**src/rtl/pre_if_stage_pkg.sv**
```systemverilog
// Shared definitions for the pre-IF fetch engine: FSM state encoding,
// the default reset fetch address and a small alignment helper.
package pre_if_stage_pkg;

  typedef enum logic [1:0] {
    PREIF_IDLE = 2'd0,
    PREIF_REQ  = 2'd1,
    PREIF_WAIT = 2'd2,
    PREIF_HOLD = 2'd3
  } preif_state_t;

  localparam logic [31:0] PREIF_RESET_PC = 32'h1c000000;

  // A fetch address is illegal unless it is word aligned.
  function automatic logic pc_misaligned(input logic [31:0] addr);
    return addr[1:0] != 2'b00;
  endfunction

endpackage

```
**src/rtl/pre_if_stage.sv**
```systemverilog
// Pre-IF fetch engine. Owns the fetch PC, issues one instruction-bus read
// at a time and hands {pc, inst, adef} packets to the IF stage.
// Redirects (flush over branch) may arrive in any cycle; a response that
// belongs to a superseded PC is dropped through the cancel flag.
// Optional build macro PREIF_BYPASS_EN: forward read data straight to the
// IF stage in the data_ok cycle when it can accept, skipping HOLD.
module pre_if_stage
  import pre_if_stage_pkg::*;
#(
  parameter logic [31:0] RESET_PC = PREIF_RESET_PC
) (
  input  logic        clk,
  input  logic        reset,
  input  logic        fs_allowin,
  input  logic        br_taken,
  input  logic [31:0] br_target,
  input  logic        flush,
  input  logic [31:0] flush_target,
  output logic        inst_ram_req,
  output logic        inst_ram_wr,
  output logic [1:0]  inst_ram_size,
  output logic [3:0]  inst_ram_wstrb,
  output logic [31:0] inst_ram_addr,
  output logic [31:0] inst_ram_wdata,
  input  logic        inst_ram_addr_ok,
  input  logic        inst_ram_data_ok,
  input  logic [31:0] inst_ram_rdata,
  output logic        to_fs_valid,
  output logic [31:0] to_fs_pc,
  output logic [31:0] to_fs_inst,
  output logic        to_fs_adef
);

  preif_state_t state_q, state_d;
  logic [31:0]  pc_q, pc_d;
  logic         cancel_q, cancel_d;
  logic         redir_pend_q, redir_pend_d;
  logic [31:0]  redir_pc_q, redir_pc_d;
  logic [31:0]  pkt_pc_q, pkt_pc_d;
  logic [31:0]  pkt_inst_q, pkt_inst_d;
  logic         pkt_adef_q, pkt_adef_d;
  logic         req_c;
  logic         redir;
  logic [31:0]  tgt;
`ifdef PREIF_BYPASS_EN
  logic         bypass_fire;
`endif

  assign redir = flush | br_taken;
  assign tgt   = flush ? flush_target : br_target;

  // State and packet registers; synchronous reset restarts fetch at RESET_PC.
  always_ff @(posedge clk) begin
    if (reset) begin
      state_q      <= PREIF_REQ;
      pc_q         <= RESET_PC;
      cancel_q     <= 1'b0;
      redir_pend_q <= 1'b0;
      redir_pc_q   <= 32'd0;
      pkt_pc_q     <= 32'd0;
      pkt_inst_q   <= 32'd0;
      pkt_adef_q   <= 1'b0;
    end else begin
      state_q      <= state_d;
      pc_q         <= pc_d;
      cancel_q     <= cancel_d;
      redir_pend_q <= redir_pend_d;
      redir_pc_q   <= redir_pc_d;
      pkt_pc_q     <= pkt_pc_d;
      pkt_inst_q   <= pkt_inst_d;
      pkt_adef_q   <= pkt_adef_d;
    end
  end

  // Next-state logic: bus handshake, redirect bookkeeping and packet capture.
  always_comb begin
    state_d      = state_q;
    pc_d         = pc_q;
    cancel_d     = cancel_q;
    redir_pend_d = redir_pend_q;
    redir_pc_d   = redir_pc_q;
    pkt_pc_d     = pkt_pc_q;
    pkt_inst_d   = pkt_inst_q;
    pkt_adef_d   = pkt_adef_q;
    req_c        = 1'b0;
`ifdef PREIF_BYPASS_EN
    bypass_fire  = 1'b0;
`endif
    case (state_q)
      PREIF_REQ: begin
        if (pc_misaligned(pc_q)) begin
          if (redir) begin
            pc_d = tgt;
          end else begin
            pkt_pc_d   = pc_q;
            pkt_inst_d = 32'd0;
            pkt_adef_d = 1'b1;
            state_d    = PREIF_HOLD;
          end
        end else begin
          req_c = 1'b1;
          if (inst_ram_addr_ok) begin
            cancel_d     = redir | redir_pend_q;
            redir_pc_d   = redir ? tgt : redir_pc_q;
            redir_pend_d = 1'b0;
            state_d      = PREIF_WAIT;
          end else if (redir) begin
            redir_pend_d = 1'b1;
            redir_pc_d   = tgt;
          end
        end
      end
      PREIF_WAIT: begin
        if (inst_ram_data_ok) begin
          if (cancel_q | redir) begin
            pc_d         = redir ? tgt : redir_pc_q;
            cancel_d     = 1'b0;
            redir_pend_d = 1'b0;
            state_d      = PREIF_REQ;
          end else begin
`ifdef PREIF_BYPASS_EN
            if (fs_allowin) begin
              bypass_fire = 1'b1;
              pc_d        = pc_q + 32'd4;
              state_d     = PREIF_REQ;
            end else begin
              pkt_pc_d   = pc_q;
              pkt_inst_d = inst_ram_rdata;
              pkt_adef_d = 1'b0;
              state_d    = PREIF_HOLD;
            end
`else
            pkt_pc_d   = pc_q;
            pkt_inst_d = inst_ram_rdata;
            pkt_adef_d = 1'b0;
            state_d    = PREIF_HOLD;
`endif
          end
        end else if (redir) begin
          cancel_d   = 1'b1;
          redir_pc_d = tgt;
        end
      end
      PREIF_HOLD: begin
        if (redir) begin
          pc_d    = tgt;
          state_d = PREIF_REQ;
        end else if (fs_allowin) begin
          if (pkt_adef_q) begin
            state_d = PREIF_IDLE;
          end else begin
            pc_d    = pc_q + 32'd4;
            state_d = PREIF_REQ;
          end
        end
      end
      PREIF_IDLE: begin
        if (redir) begin
          pc_d    = tgt;
          state_d = PREIF_REQ;
        end
      end
      default: state_d = PREIF_REQ;
    endcase
  end

  assign inst_ram_req   = req_c & ~reset;
  assign inst_ram_wr    = 1'b0;
  assign inst_ram_size  = 2'd2;
  assign inst_ram_wstrb = 4'h0;
  assign inst_ram_addr  = pc_q;
  assign inst_ram_wdata = 32'd0;

`ifdef PREIF_BYPASS_EN
  assign to_fs_valid = ((state_q == PREIF_HOLD) & ~redir | bypass_fire) & ~reset;
  assign to_fs_pc    = bypass_fire ? pc_q           : pkt_pc_q;
  assign to_fs_inst  = bypass_fire ? inst_ram_rdata : pkt_inst_q;
  assign to_fs_adef  = bypass_fire ? 1'b0           : pkt_adef_q;
`else
  assign to_fs_valid = (state_q == PREIF_HOLD) & ~redir & ~reset;
  assign to_fs_pc    = pkt_pc_q;
  assign to_fs_inst  = pkt_inst_q;
  assign to_fs_adef  = pkt_adef_q;
`endif

endmodule
```
**config.mk**
```make
export PLATFORM = sky130hd
export DESIGN_NAME = pre_if_stage
export DESIGN_NICKNAME = d
export VERILOG_FILES = /design/src/rtl/pre_if_stage_pkg.sv /design/src/rtl/pre_if_stage.sv
export SDC_FILE = /design/constraint.sdc
export NUM_CORES = 1
export LEC_CHECK = 0
export CAP_MARGIN = 20
export CORE_MARGIN = 2
export CORE_UTILIZATION = 40
export CTS_BUF_LIST = sky130_fd_sc_hd__clkbuf_8
export DETAILED_ROUTE_END_ITERATION = 6
export GPL_TIMING_DRIVEN = 1
export PLACE_DENSITY = 0.83
export SLEW_MARGIN = 10
export SYNTH_ARGS = -nofsm -noshare
export SYNTH_HDL_FRONTEND = slang
export SYNTH_SLANG_ARGS = --single-unit
```
**constraint.sdc**
```tcl
create_clock -name clk -period 2.4 [get_ports clk]
set_clock_uncertainty 0.2 [all_clocks]
set_input_delay 0.48 -clock clk [delete_from_list [all_inputs] [get_ports clk]]
set_output_delay 0.48 -clock clk [all_outputs]
set_load 0.01 [all_outputs]
```
==> impl_table.tex <==
\begin{tabular}{lr}
\hline
Metric & Value \\
\hline
\multicolumn{2}{l}{\textbf{Outcome}} \\
Result of the run & completed \\
\multicolumn{2}{l}{\textbf{Critical path}} \\
Critical Path AT & 1650 ps \\
Crit. Startpoint & inst\_ram\_addr[3] \\
End point of the critical path & inst\_ram\_addr[3] \\
Crit path max fanout & 5 \\
Required time of the worst setup path & approximately 1700 ps \\
Crit end category & primary output \\
Number of cells on the worst reg-to-reg path & 6 \\
Startpoint of the worst-slack reg-to-reg timing path & inst\_ram\_addr[3] \\
Crit path launch type & flip-flop \\
FF-to-FF setup slack & $\sim$130 ps \\
Type of the worst setup path & flip-flop to primary output \\
Capture instance of the worst register-to-register path & inst\_ram\_addr[26] \\
\multicolumn{2}{l}{\textbf{Clock network}} \\
Maximum clock insertion buffer count & 2 \\
H-tree depth reported by CTS & 4 \\
CTS tree & done \\
Total clock sinks & 133 \\
Skew-Pair Late Insertion Delay & 440 ps \\
Root buffer selected by CTS & sky130\_fd\_sc\_hd\_\_clkbuf\_8 \\
TritonCTS Buffers & 17 \\
Clock transition at the registers of the reported paths & 80 ps \\
\multicolumn{2}{l}{\textbf{Pwr}} \\
Part of the power in the clock network & between 20\% and 30\% \\
Final Power & about 10000 uW \\
Power per unit of standard cell area & between 1000 and 1500 nW/um2 \\
Switching power share of the total & around 38\% \\
IR drop worst, VDD & around 420 uV \\
P\_int & 6310 uW \\
Static Leak & approximately 0.0036 uW \\
Net switching power & $\sim$3800 uW \\
Fraction of power consumed by sequential logic & 31.7\% \\
Combinational group share of total power & between 40\% and 50\% \\
\multicolumn{2}{l}{\textbf{Placed design}} \\
DP Wirelength & between 15000 and 20000 um \\
Final weighted congestion in routability-driven placement & 0.872 \\
Count of input and output buffers & 201 \\
\multicolumn{2}{l}{\textbf{STA}} \\
Unrepaired setup endpoints after global routing & no \\
Transition time at the pin with the least slew margin & just under 800 ps \\
Relative max-transition margin & 48.2\% \\
Final critical-path required period & approximately 2300 ps \\
Fin Setup TNS & 0 ps \\
Period utilisation layout & 96.9\% \\
Endpoints failing setup & 0 \\
F\_max & 430 MHz \\
Final Hold Violating Endpoints & 0 \\
Fin. max-slew vios & 0 \\
\multicolumn{2}{l}{\textbf{Detailed routing}} \\
DR WL/cell & around 16 um \\
Iteration-0 DRC Markers & 772 \\
Ratio of routed vias to standard cells & around 5.4 \\
ANT nets after route & 0 \\
Residual DRC count & 0 \\
Final Routed Wirelength & between 20000 and 25000 um \\
Total via count in the routed design & about 7200 \\
Detailed-router iteration count before antenna repair & 5 \\
\multicolumn{2}{l}{\textbf{Synthesis}} \\
Total standard cell area after synthesis & 6960 um2 \\
Synthesized flop and latch total & between 100 and 150 \\
Biggest area consumer among synthesized cells & sky130\_fd\_sc\_hd\_\_dfxtp\_1 \\
Commonest cells in the netlist & 135 x sky130\_fd\_sc\_hd\_\_a21oi\_1, 133 x sky130\_fd\_sc\_hd\_\_dfxtp\_1, 117 x sky130\_fd\_sc\_hd\_\_nand2\_1 \\
Async SR Flop Fraction & 0\% \\
Count of flip-flops with a built-in enable after synthesis & 0 \\
Simple-gate share of the synthesized area & 20.7\% \\
Largest cells by area after synthesis & sky130\_fd\_sc\_hd\_\_dfxtp\_1 38\%, sky130\_fd\_sc\_hd\_\_a21oi\_1 9.7\%, sky130\_fd\_sc\_hd\_\_nand2\_1 6.3\%, sky130\_fd\_sc\_hd\_\_a211oi\_2 5.2\%, sky130\_fd\_sc\_hd\_\_mux2i\_1 5.0\% \\
Share of synthesized area spent on multiplexers & 5.35\% \\
Portion of the post-synthesis area used by sequential elements & 38.2\% \\
XOR/XNOR Fraction of Synth Area & 1.51\% \\
Number of synthesis warnings & 0 \\
Synth Instances & 880 \\
Post-synth top flop & sky130\_fd\_sc\_hd\_\_dfxtp\_1 \\
Adder-cell area share of the yosys netlist & 0.180\% \\
Dominant cell by count in the synthesized netlist & sky130\_fd\_sc\_hd\_\_a21oi\_1 \\
Share of the synthesized area in the top cell type & 38.2\% \\
Combinational family with the most area after synthesis & compound AO/OA/AOI/OAI gates \\
Fraction of the mapped netlist area in compound gates & 24.3\% \\
Synthesized area per cell & 7.91 um2 \\
Synth unique cells & 55 \\
\multicolumn{2}{l}{\textbf{Cells and area}} \\
Relative area change from synthesis to final layout & 42.5\% \\
Net total in the final layout & 1206 \\
Ratio of cells with drive above 1 in the final layout & 14.1\% \\
Multi-input logic area & 3780 um2 \\
Antenna diode count & 0 \\
Filler cells & roughly 1600 \\
Sequential Area & 2670 um2 \\
\multicolumn{2}{l}{\textbf{Floorplanning}} \\
I/O pin cnt & $\sim$240 \\
Initial standard-cell utilization of the core & 40.5\% \\
Core area & 17200 um2 \\
Y dimension of the die & 136 um \\
Die boundary width & 136 um \\
Die Footprint & about 18000 um2 \\
Num rows & 48 \\
\multicolumn{2}{l}{\textbf{GRT}} \\
Pin count of the biggest net entering global routing & 65 \\
Via count of the first global-routing pass & 6517 \\
Total routing usage reported by global routing & 22.8\% \\
Global-route wire length before repair & roughly 33000 um \\
Grt total ovfl & 0 \\
Antenna violations before repair & 0 \\
\multicolumn{2}{l}{\textbf{Job}} \\
Number of violations of the max-capacitance limit & 0 \\
\multicolumn{2}{l}{\textbf{Worst hold path}} \\
Type of the most critical hold path & flip-flop to flip-flop \\
\hline
\end{tabular}
power by group through the flow:
stage / clock (uW) / sequential (uW) / combinational [uW]
6_report: 2230 / 3220 / 4690
5_1_grt: 2360 / 3290 / 5090
4_1_cts: 2270 / 3200 / 4650
3_5_place_dp: 0 / 3250 / 4610
3_3_place_gp: 0 / 3220 / 4520
2_1_floorplan: 0 / 3360 / 2530
metal layers:
layer / routed length (um) / track usage, %
met1: 9600 / 31.9
met2: 9920 / 35.3
met3: 1460 / 3.91
met4: 430 / 7.81
met5: 0 / 0
registers in the layout, indices dropped and copies added, names as in the netlist:
signal         flops
to_fs_adef         1
to_fs_pc          32
redir_pend_q       1
redir_pc_q        32
state_q            2
inst_ram_addr     32
cancel_q           1
to_fs_inst        32
critical path, cell delays in order, from the launching register on:
cell                              delay, ps
sky130_fd_sc_hd__dfxtp_1                470
sky130_fd_sc_hd__buf_4                  190
sky130_fd_sc_hd__clkdlybuf4s50_1        550
repair_timing:
action,CTS,global route
gates cloned,0,0
resized for setup,5,6
hold buffers,0,0
setup endpoints to repair,2,2
buffers inserted,0,0
endpoints found under the hold margin,0,0
cell families (layout without fill, tap and decap cells):
| logic type | Yosys count | count (layout) |
|---|---|---|
| XOR/XNOR | 12 | 12 |
| flip-flops | 133 | 133 |
| AND/OR/NAND/NOR | 315 | 315 |
| AO/OA/AOI/OAI | 262 | 262 |
| buffers and inverters | 118 | 315 |
| other | 2 | 39 |
| adder cells (fa/ha/maj) | 1 | 1 |
| multiplexers | 37 | 37 |
through the flow:
step           hold slack [ps]  instance area, um2  cells  util, %  setup slack, ps
5_1_grt                    270                9920   1339     57.8             2.45
4_1_cts                    252                9920   1339     57.7             14.8
3_3_place_gp               237                9450   1308     55.0             -154
2_1_floorplan              254                7100    917        -              298
3_5_place_dp               243                9450   1308     55.0             -149
6_report                   250                9920   1339     57.8             74.3
cells in the final DEF (no fill, tap or decap), drive strengths merged, types with 8 or more instances in the layout:
cell type / n
a211oi: 42
a21oi: 135
buf: 82
clkbuf: 19
clkdlybuf4s50: 197
conb: 39
dfxtp: 133
mux2i: 35
nand2: 117
nand3: 49
nand4: 10
nor2: 85
nor3: 15
o21ai: 37
o221ai: 10
o22ai: 8
xnor2: 9
layout make-up:
cell class / count / share of cell area [%]
well taps: 225 / 2.84
repair buffers: 280 / 27.3
flip-flops and latches: 133 / 26.9
inverters: 4 / 0.151
clock buffers: 19 / 2.64
multi-input cells: 666 / 38.1
clock inverters: 12 / 2.12
worst min-delay path by stage:
stage              startpoint             end  slack, ps  cells past startpoint
2_1_floorplan    redir_pend_q    redir_pend_q        250                      2
3_3_place_gp   to_fs_inst[14]  to_fs_inst[14]        240                      2
3_5_place_dp   to_fs_inst[20]  to_fs_inst[20]        240                      2
4_1_cts        to_fs_inst[22]  to_fs_inst[22]        250                      2
5_1_grt        to_fs_inst[20]  to_fs_inst[20]        270                      2
6_report        to_fs_inst[3]   to_fs_inst[3]        250                      2
No activity file was read; power rests on OpenSTA's default activity.
